### src/rtl/parking_gate_ctrl.sv
// Parking sensor front-end: 2-flop sync + debounce on five sensors, plus entrance/exit gate FSMs.
// Optional OPEN-state timeout with sticky gate_fault flags: define PARKING_GATE_TIMEOUT_EN.

module parking_gate_ctrl_debounce #(
    parameter int unsigned DEB_CYC = 500_000
) (
    input  logic clk,
    input  logic rst,
    input  logic din,
    output logic dout
);
    localparam int unsigned CW = $clog2(DEB_CYC + 1);

    logic          sync1_q, sync2_q;
    logic          db_q, db_d;
    logic [CW-1:0] cnt_q, cnt_d;

    // The flip fires on the cycle the counter would reach DEB_CYC, so the count never wraps.
    always_comb begin
        db_d  = db_q;
        cnt_d = '0;
        if (sync2_q != db_q) begin
            if (cnt_q == CW'(DEB_CYC - 1)) begin
                db_d = ~db_q;
            end else begin
                cnt_d = cnt_q + 1'b1;
            end
        end
    end

    always_ff @(posedge clk or posedge rst) begin
        if (rst) begin
            sync1_q <= 1'b0;
            sync2_q <= 1'b0;
            db_q    <= 1'b0;
            cnt_q   <= '0;
        end else begin
            sync1_q <= din;
            sync2_q <= sync1_q;
            db_q    <= db_d;
            cnt_q   <= cnt_d;
        end
    end

    assign dout = db_q;
endmodule

module parking_gate_ctrl_fsm #(
    parameter int unsigned HOLD_CYC    = 50_000_000,
    parameter int unsigned TIMEOUT_CYC = 500_000_000
) (
    input  logic clk,
    input  logic rst,
    input  logic sens,
    input  logic allow,
    output logic gate_open,
    output logic car_pulse,
    output logic fault
);
    localparam int unsigned HW = $clog2(HOLD_CYC + 1);

    typedef enum logic [1:0] {
        IDLE = 2'd0,
        OPEN = 2'd1,
        HOLD = 2'd2
    } state_t;

    state_t        state_q, state_d;
    logic [HW-1:0] hold_q, hold_d;
    logic          open_q, open_d;
    logic          pulse_q, pulse_d;
    logic          lock;

`ifdef PARKING_GATE_TIMEOUT_EN
    localparam int unsigned TW = $clog2(TIMEOUT_CYC + 1);
    logic [TW-1:0] tmo_q, tmo_d;
    logic          fault_q, fault_d;
    logic          lock_q, lock_d;
    assign lock = lock_q;
`else
    assign lock = 1'b0;
`endif

    always_comb begin
        state_d = state_q;
        hold_d  = '0;
        pulse_d = 1'b0;
`ifdef PARKING_GATE_TIMEOUT_EN
        tmo_d   = '0;
        fault_d = fault_q;
        lock_d  = lock_q & sens;
`endif
        case (state_q)
            IDLE: begin
                if (sens && allow && !lock) state_d = OPEN;
            end
            OPEN: begin
                if (!sens) begin
                    state_d = HOLD;
                    pulse_d = 1'b1;
                end
`ifdef PARKING_GATE_TIMEOUT_EN
                else if (tmo_q == TW'(TIMEOUT_CYC - 1)) begin
                    // Timed-out gate may not reopen until the sensor has been seen low.
                    state_d = HOLD;
                    fault_d = 1'b1;
                    lock_d  = 1'b1;
                end else begin
                    tmo_d = tmo_q + 1'b1;
                end
`endif
            end
            HOLD: begin
                if (sens && !lock) begin
                    state_d = OPEN;
                end else if (hold_q == HW'(HOLD_CYC - 1)) begin
                    state_d = IDLE;
                end else begin
                    hold_d = hold_q + 1'b1;
                end
            end
            default: state_d = IDLE;
        endcase
        open_d = (state_d != IDLE);
    end

    always_ff @(posedge clk or posedge rst) begin
        if (rst) begin
            state_q <= IDLE;
            hold_q  <= '0;
            open_q  <= 1'b0;
            pulse_q <= 1'b0;
`ifdef PARKING_GATE_TIMEOUT_EN
            tmo_q   <= '0;
            fault_q <= 1'b0;
            lock_q  <= 1'b0;
`endif
        end else begin
            state_q <= state_d;
            hold_q  <= hold_d;
            open_q  <= open_d;
            pulse_q <= pulse_d;
`ifdef PARKING_GATE_TIMEOUT_EN
            tmo_q   <= tmo_d;
            fault_q <= fault_d;
            lock_q  <= lock_d;
`endif
        end
    end

    assign gate_open = open_q;
    assign car_pulse = pulse_q;
`ifdef PARKING_GATE_TIMEOUT_EN
    assign fault = fault_q;
`else
    assign fault = 1'b0;
`endif
endmodule

module parking_gate_ctrl #(
    parameter int unsigned DEB_CYC     = 500_000,
    parameter int unsigned HOLD_CYC    = 50_000_000,
    parameter int unsigned TIMEOUT_CYC = 500_000_000
) (
    input  logic       clk,
    input  logic       reset,
    input  logic [2:0] presence_slot_raw,
    input  logic       presence_entrance_raw,
    input  logic       presence_exit_raw,
    output logic [2:0] parking_status,
    output logic       slot_full,
    output logic       slot_empty,
    output logic [1:0] occupancy,
    output logic       open_entrance,
    output logic       open_exit,
    output logic       car_enter,
    output logic       car_exit,
    output logic [1:0] gate_fault
);
    logic ent_db, ext_db;
    logic ent_fault, ext_fault;

    for (genvar i = 0; i < 3; i++) begin : g_slot
        parking_gate_ctrl_debounce #(.DEB_CYC(DEB_CYC)) u_deb (
            .clk (clk),
            .rst (reset),
            .din (presence_slot_raw[i]),
            .dout(parking_status[i])
        );
    end

    parking_gate_ctrl_debounce #(.DEB_CYC(DEB_CYC)) u_deb_ent (
        .clk (clk),
        .rst (reset),
        .din (presence_entrance_raw),
        .dout(ent_db)
    );

    parking_gate_ctrl_debounce #(.DEB_CYC(DEB_CYC)) u_deb_ext (
        .clk (clk),
        .rst (reset),
        .din (presence_exit_raw),
        .dout(ext_db)
    );

    assign slot_full  = &parking_status;
    assign slot_empty = ~|parking_status;
    assign occupancy  = {1'b0, parking_status[0]} + {1'b0, parking_status[1]}
                      + {1'b0, parking_status[2]};

    parking_gate_ctrl_fsm #(.HOLD_CYC(HOLD_CYC), .TIMEOUT_CYC(TIMEOUT_CYC)) u_fsm_ent (
        .clk      (clk),
        .rst      (reset),
        .sens     (ent_db),
        .allow    (~slot_full),
        .gate_open(open_entrance),
        .car_pulse(car_enter),
        .fault    (ent_fault)
    );

    parking_gate_ctrl_fsm #(.HOLD_CYC(HOLD_CYC), .TIMEOUT_CYC(TIMEOUT_CYC)) u_fsm_ext (
        .clk      (clk),
        .rst      (reset),
        .sens     (ext_db),
        .allow    (1'b1),
        .gate_open(open_exit),
        .car_pulse(car_exit),
        .fault    (ext_fault)
    );

    assign gate_fault = {ext_fault, ent_fault};
endmodule

### config.mk
export PLATFORM = sky130hd
export DESIGN_NAME = parking_gate_ctrl
export DESIGN_NICKNAME = d
export VERILOG_FILES = /design/src/rtl/parking_gate_ctrl.sv
export SDC_FILE = /design/constraint.sdc
export NUM_CORES = 1
export LEC_CHECK = 0
export CAP_MARGIN = 20
export CORE_MARGIN = 5
export CORE_UTILIZATION = 25
export CTS_BUF_LIST = sky130_fd_sc_hd__clkbuf_8
export DETAILED_ROUTE_END_ITERATION = 8
export PLACE_DENSITY = 0.46
export SLEW_MARGIN = 0
export SYNTH_ARGS = -nofsm -noshare
export SYNTH_HDL_FRONTEND = slang
export SYNTH_SLANG_ARGS = --single-unit
### constraint.sdc
create_clock -name clk -period 13 [get_ports clk]
set_clock_uncertainty 0.1 [all_clocks]
set_input_delay 1.3 -clock clk [delete_from_list [all_inputs] [get_ports clk]]
set_output_delay 1.3 -clock clk [all_outputs]
set_load 0.05 [all_outputs]
==> summary.md <==
| Metric | Value |
|---|---|
| Max-Slew Margin vs Limit | 41.7% |
| CP Data Required Time | 11600 ps |
| Post-route cell area | 9300 um2 |
| Die Wd | 192 um |
| HPWL Detailed | 11300 um |
| Flop pwr share | about 56% |
| CTS tree | yes |
| Synth warnings | 0 |
| Aggregate global routing overflow | 0 |
| # hold bufs at CTS | 0 |
| Max VDD drop | 0.0582 mV |
| Placement row count | 66 |
| Ant. Diodes | 0 |
| Top FF cell, synth | dfrtp_1 |
| Power, Total | roughly 0.97 mW |
| WL final | 17100 um |
| I/O Buffers | 17 |
| Largest net degree at the start of global routing | 62 |
| Max Slew Vio Count | 0 |
| Setup Buffers After CTS | 0 |
| Worst Hold Class | reg -> reg |
| Worst Hold Slack | 257 ps |
| Vias after detailed routing | 5953 |
| DR vias/cell | 4.57 |
| Number of global-route vias before repair | 5931 |
| Final setup fails | 0 |
| DRT Pass-1 Iters | 5 |
| CP Capture Type | primary output |
| Area Growth Syn to Fin | 12.5% |
| CTS sink count | 170 |
| Critical path launch point type | register |
| Routability cong. | 0.753 |
| CP Max Fanout | 6 |
| Syn avg cell area | between 9 and 10 um2 |
| Die area | ~37000 um2 |
| WP data arrival | 2260 ps |
| Initial Util | 25.3% |
| Tightest Pin Transition | 869 ps |
| Maximum capacitance violations | 0 |
| Antenna Nets Post-Route | 0 |
| Run status | complete, no violations |
| Clock Root Buffer | clkbuf_8 |
| Switching share of power | approximately a quarter |
| Post-Layout Cell Count | 1304 |
| H-tree depth | 4 |
| RSZ-0062 raised after global routing | false |
| Core Util, Final | 28.5% |
| Post-CTS sizing | 0 |
| Clk slew on worst S/H paths | 90 ps |
| Dpl cells | 1272 |
| Nets | 864 |
| Critical path class | reg -> out |
| Die Y | roughly 190 um |
| Area post-placement | about 9000 um2 |
| I/O pin count | 20 |
| Gr usage total | 9.84% |
| Netlist cell types | 46 |
| Final Cycle Share | between 20% and 30% |
| Worst-Skew Late Latency | ~460 ps |
| Seq/Total Area, Yosys | 51.5% |
| Async SR Flop Fraction | 100% |
| Internal power | approximately 0.74 mW |
| Fmax | 273 MHz |
| Cell count after synthesis | 838 |
| Seq cells post-synth | 170 |
| Clock share of power | 41.4% |
| Setup_tns | 0 ps |
| Fraction of layout cells with a size suffix above 1 | 6.96% |
| Core area | 32600 um2 |
| Worst setup margin | a little over 9000 ps |
| 1st-iter DRT viols | 403 |
| Post-synth EDFFs | 0 |
| First-pass GRT wire length | 29800 um |
| Leakage power | 3.50 nW |
| Synth Cell Area | around 8300 um2 |
| CTS buffer count | 17 |
| Avg WL per Cell | 13.1 um |
| Clk buf depth | 2 |
| Net Sw Power | approximately 0.23 mW |
| Combinational Power Share | 2.9% |
| Place WS | slightly below 10000 ps |
| Remaining DRCs | 0 |
| Pwr/cell area | 104 nW/um2 |
| Final hold violations | 0 |
| Initial antenna violation count | 1 |
| Tmin final | 3660 ps |
-- cell usage after synthesis (2+ instances only) --
| cell type | count | share of area [%] |
|---|---|---|
| a21oi_1 | 54 | 3.3 |
| and2_1 | 11 | 0.83 |
| and3_1 | 6 | 0.45 |
| and4_1 | 18 | 1.9 |
| buf_2 | 8 | 0.48 |
| buf_4 | 6 | 0.55 |
| buf_6 | 2 | 0.27 |
| clkbuf_1 | 15 | 0.68 |
| dfrtp_1 | 170 | 51 |
| ha_1 | 7 | 1.1 |
| inv_1 | 26 | 1.2 |
| mux2_2 | 5 | 0.68 |
| nand2_1 | 51 | 2.3 |
| nand3_1 | 44 | 2.7 |
| nand3b_1 | 2 | 0.18 |
| nand4_1 | 51 | 3.9 |
| nor2_1 | 104 | 4.7 |
| nor3_1 | 12 | 0.73 |
| nor4_1 | 13 | 0.98 |
| nor4b_1 | 4 | 0.42 |
| nor4bb_1 | 2 | 0.24 |
| o21ai_0 | 34 | 2.1 |
| o21ai_1 | 2 | 0.12 |
| o21ai_4 | 3 | 0.59 |
| o31ai_1 | 18 | 1.6 |
| or2_2 | 5 | 0.38 |
| or3_1 | 37 | 2.8 |
| or4_1 | 24 | 2.2 |
| or4_4 | 3 | 0.41 |
| or4b_1 | 3 | 0.36 |
| xnor2_1 | 40 | 4.2 |
| xor2_1 | 44 | 4.7 |
-- power by group through the flow --
stage	sequential [mW]	combinational, mW	clock (mW)
6_report	0.539	0.0279	0.401
5_1_grt	0.540	0.0331	0.444
3_5_place_dp	0.549	0.0296	0
4_1_cts	0.539	0.0297	0.422
2_1_floorplan	0.548	0.0212	0
3_3_place_gp	0.549	0.0295	0
-- cell type report --
class / count / area (um2)
clock buffer: 18 / 248
clock inverter: 14 / 169
fill: 3433 / 23300
inverter: 26 / 103
multi-input combinational: 612 / 3760
sequential: 170 / 4250
tap: 442 / 553
timing repair buffer: 22 / 208
-- worst paths after layout --
check | slack [ps] | endpoint | depth (start not counted) | start
worst max register to register | 10400 | u_fsm_ext.hold_q[23] | 6 | u_fsm_ext.hold_q[0]
worst min-delay path | 260 | u_deb_ext.sync2_q | 0 | u_deb_ext.sync1_q
worst max-delay path | 9340 | occupancy[0] | 2 | g_slot[0].u_deb.dout
min in group asynchronous | 1190 | u_deb_ext.cnt_q[3] | 2 | reset
max in group asynchronous | 10430 | u_fsm_ent.car_pulse | 3 | reset
worst min register to register | 260 | u_deb_ext.sync2_q | 0 | u_deb_ext.sync1_q
-- state kept, by name, indices dropped and copies added, names as in the netlist, 2 cells and up --
signal	cells
u_deb_ext.cnt_q	19
g_slot.u_deb.sync2_q	3
u_fsm_ent.hold_q	26
u_fsm_ext.state_q	2
g_slot.u_deb.sync1_q	3
u_fsm_ext.hold_q	26
u_deb_ent.cnt_q	19
u_fsm_ent.state_q	2
g_slot.u_deb.cnt_q	57
g_slot.u_deb.dout	3
-- logic make-up after synthesis --
logic type	count (synthesis)	synth area share, %
AND/OR/NAND/NOR	394	25.8
flip-flops	170	51.5
AO/OA/AOI/OAI	118	8.46
XOR/XNOR	84	8.90
buffers and inverters	57	3.16
adder cells (fa/ha/maj)	8	1.30
multiplexers	6	0.802
other	1	0.0454
-- layer usage --
layer / global-route usage (%) / vias to the layer above / wire length [um]
met5: 0 / - / 0
met4: 2.65 / 0 / 175
met3: 2.31 / 9 / 452
met2: 14.9 / 51 / 7400
met1: 14.1 / 2879 / 9030
li1: - / 3014 / -
-- cells in the final DEF (no fill, tap or decap), types with 4 or more instances in the layout --
| cell type | n |
|---|---|
| dfrtp_1 | 170 |
| nor2_1 | 104 |
| a21oi_1 | 54 |
| nand4_1 | 51 |
| nand2_1 | 51 |
| nand3_1 | 44 |
| xor2_1 | 44 |
| xnor2_1 | 40 |
| or3_1 | 37 |
| o21ai_0 | 34 |
| inv_1 | 25 |
| or4_1 | 24 |
| and4_1 | 18 |
| o31ai_1 | 18 |
| clkbuf_8 | 18 |
| clkdlybuf4s50_1 | 17 |
| nor4_1 | 13 |
| nor3_1 | 12 |
| and2_1 | 11 |
| ha_1 | 7 |
| and3_1 | 6 |
| or2_2 | 5 |
| inv_6 | 5 |
| mux2_2 | 5 |
| buf_4 | 5 |
| nor4b_1 | 4 |
| clkinv_2 | 4 |
-- critical path, stage by stage (launching register included) --
cell and delay [ps]:
dfrtp_1 460, fa_1 550, clkdlybuf4s50_1 800
No activity file was read; power rests on OpenSTA's default activity.
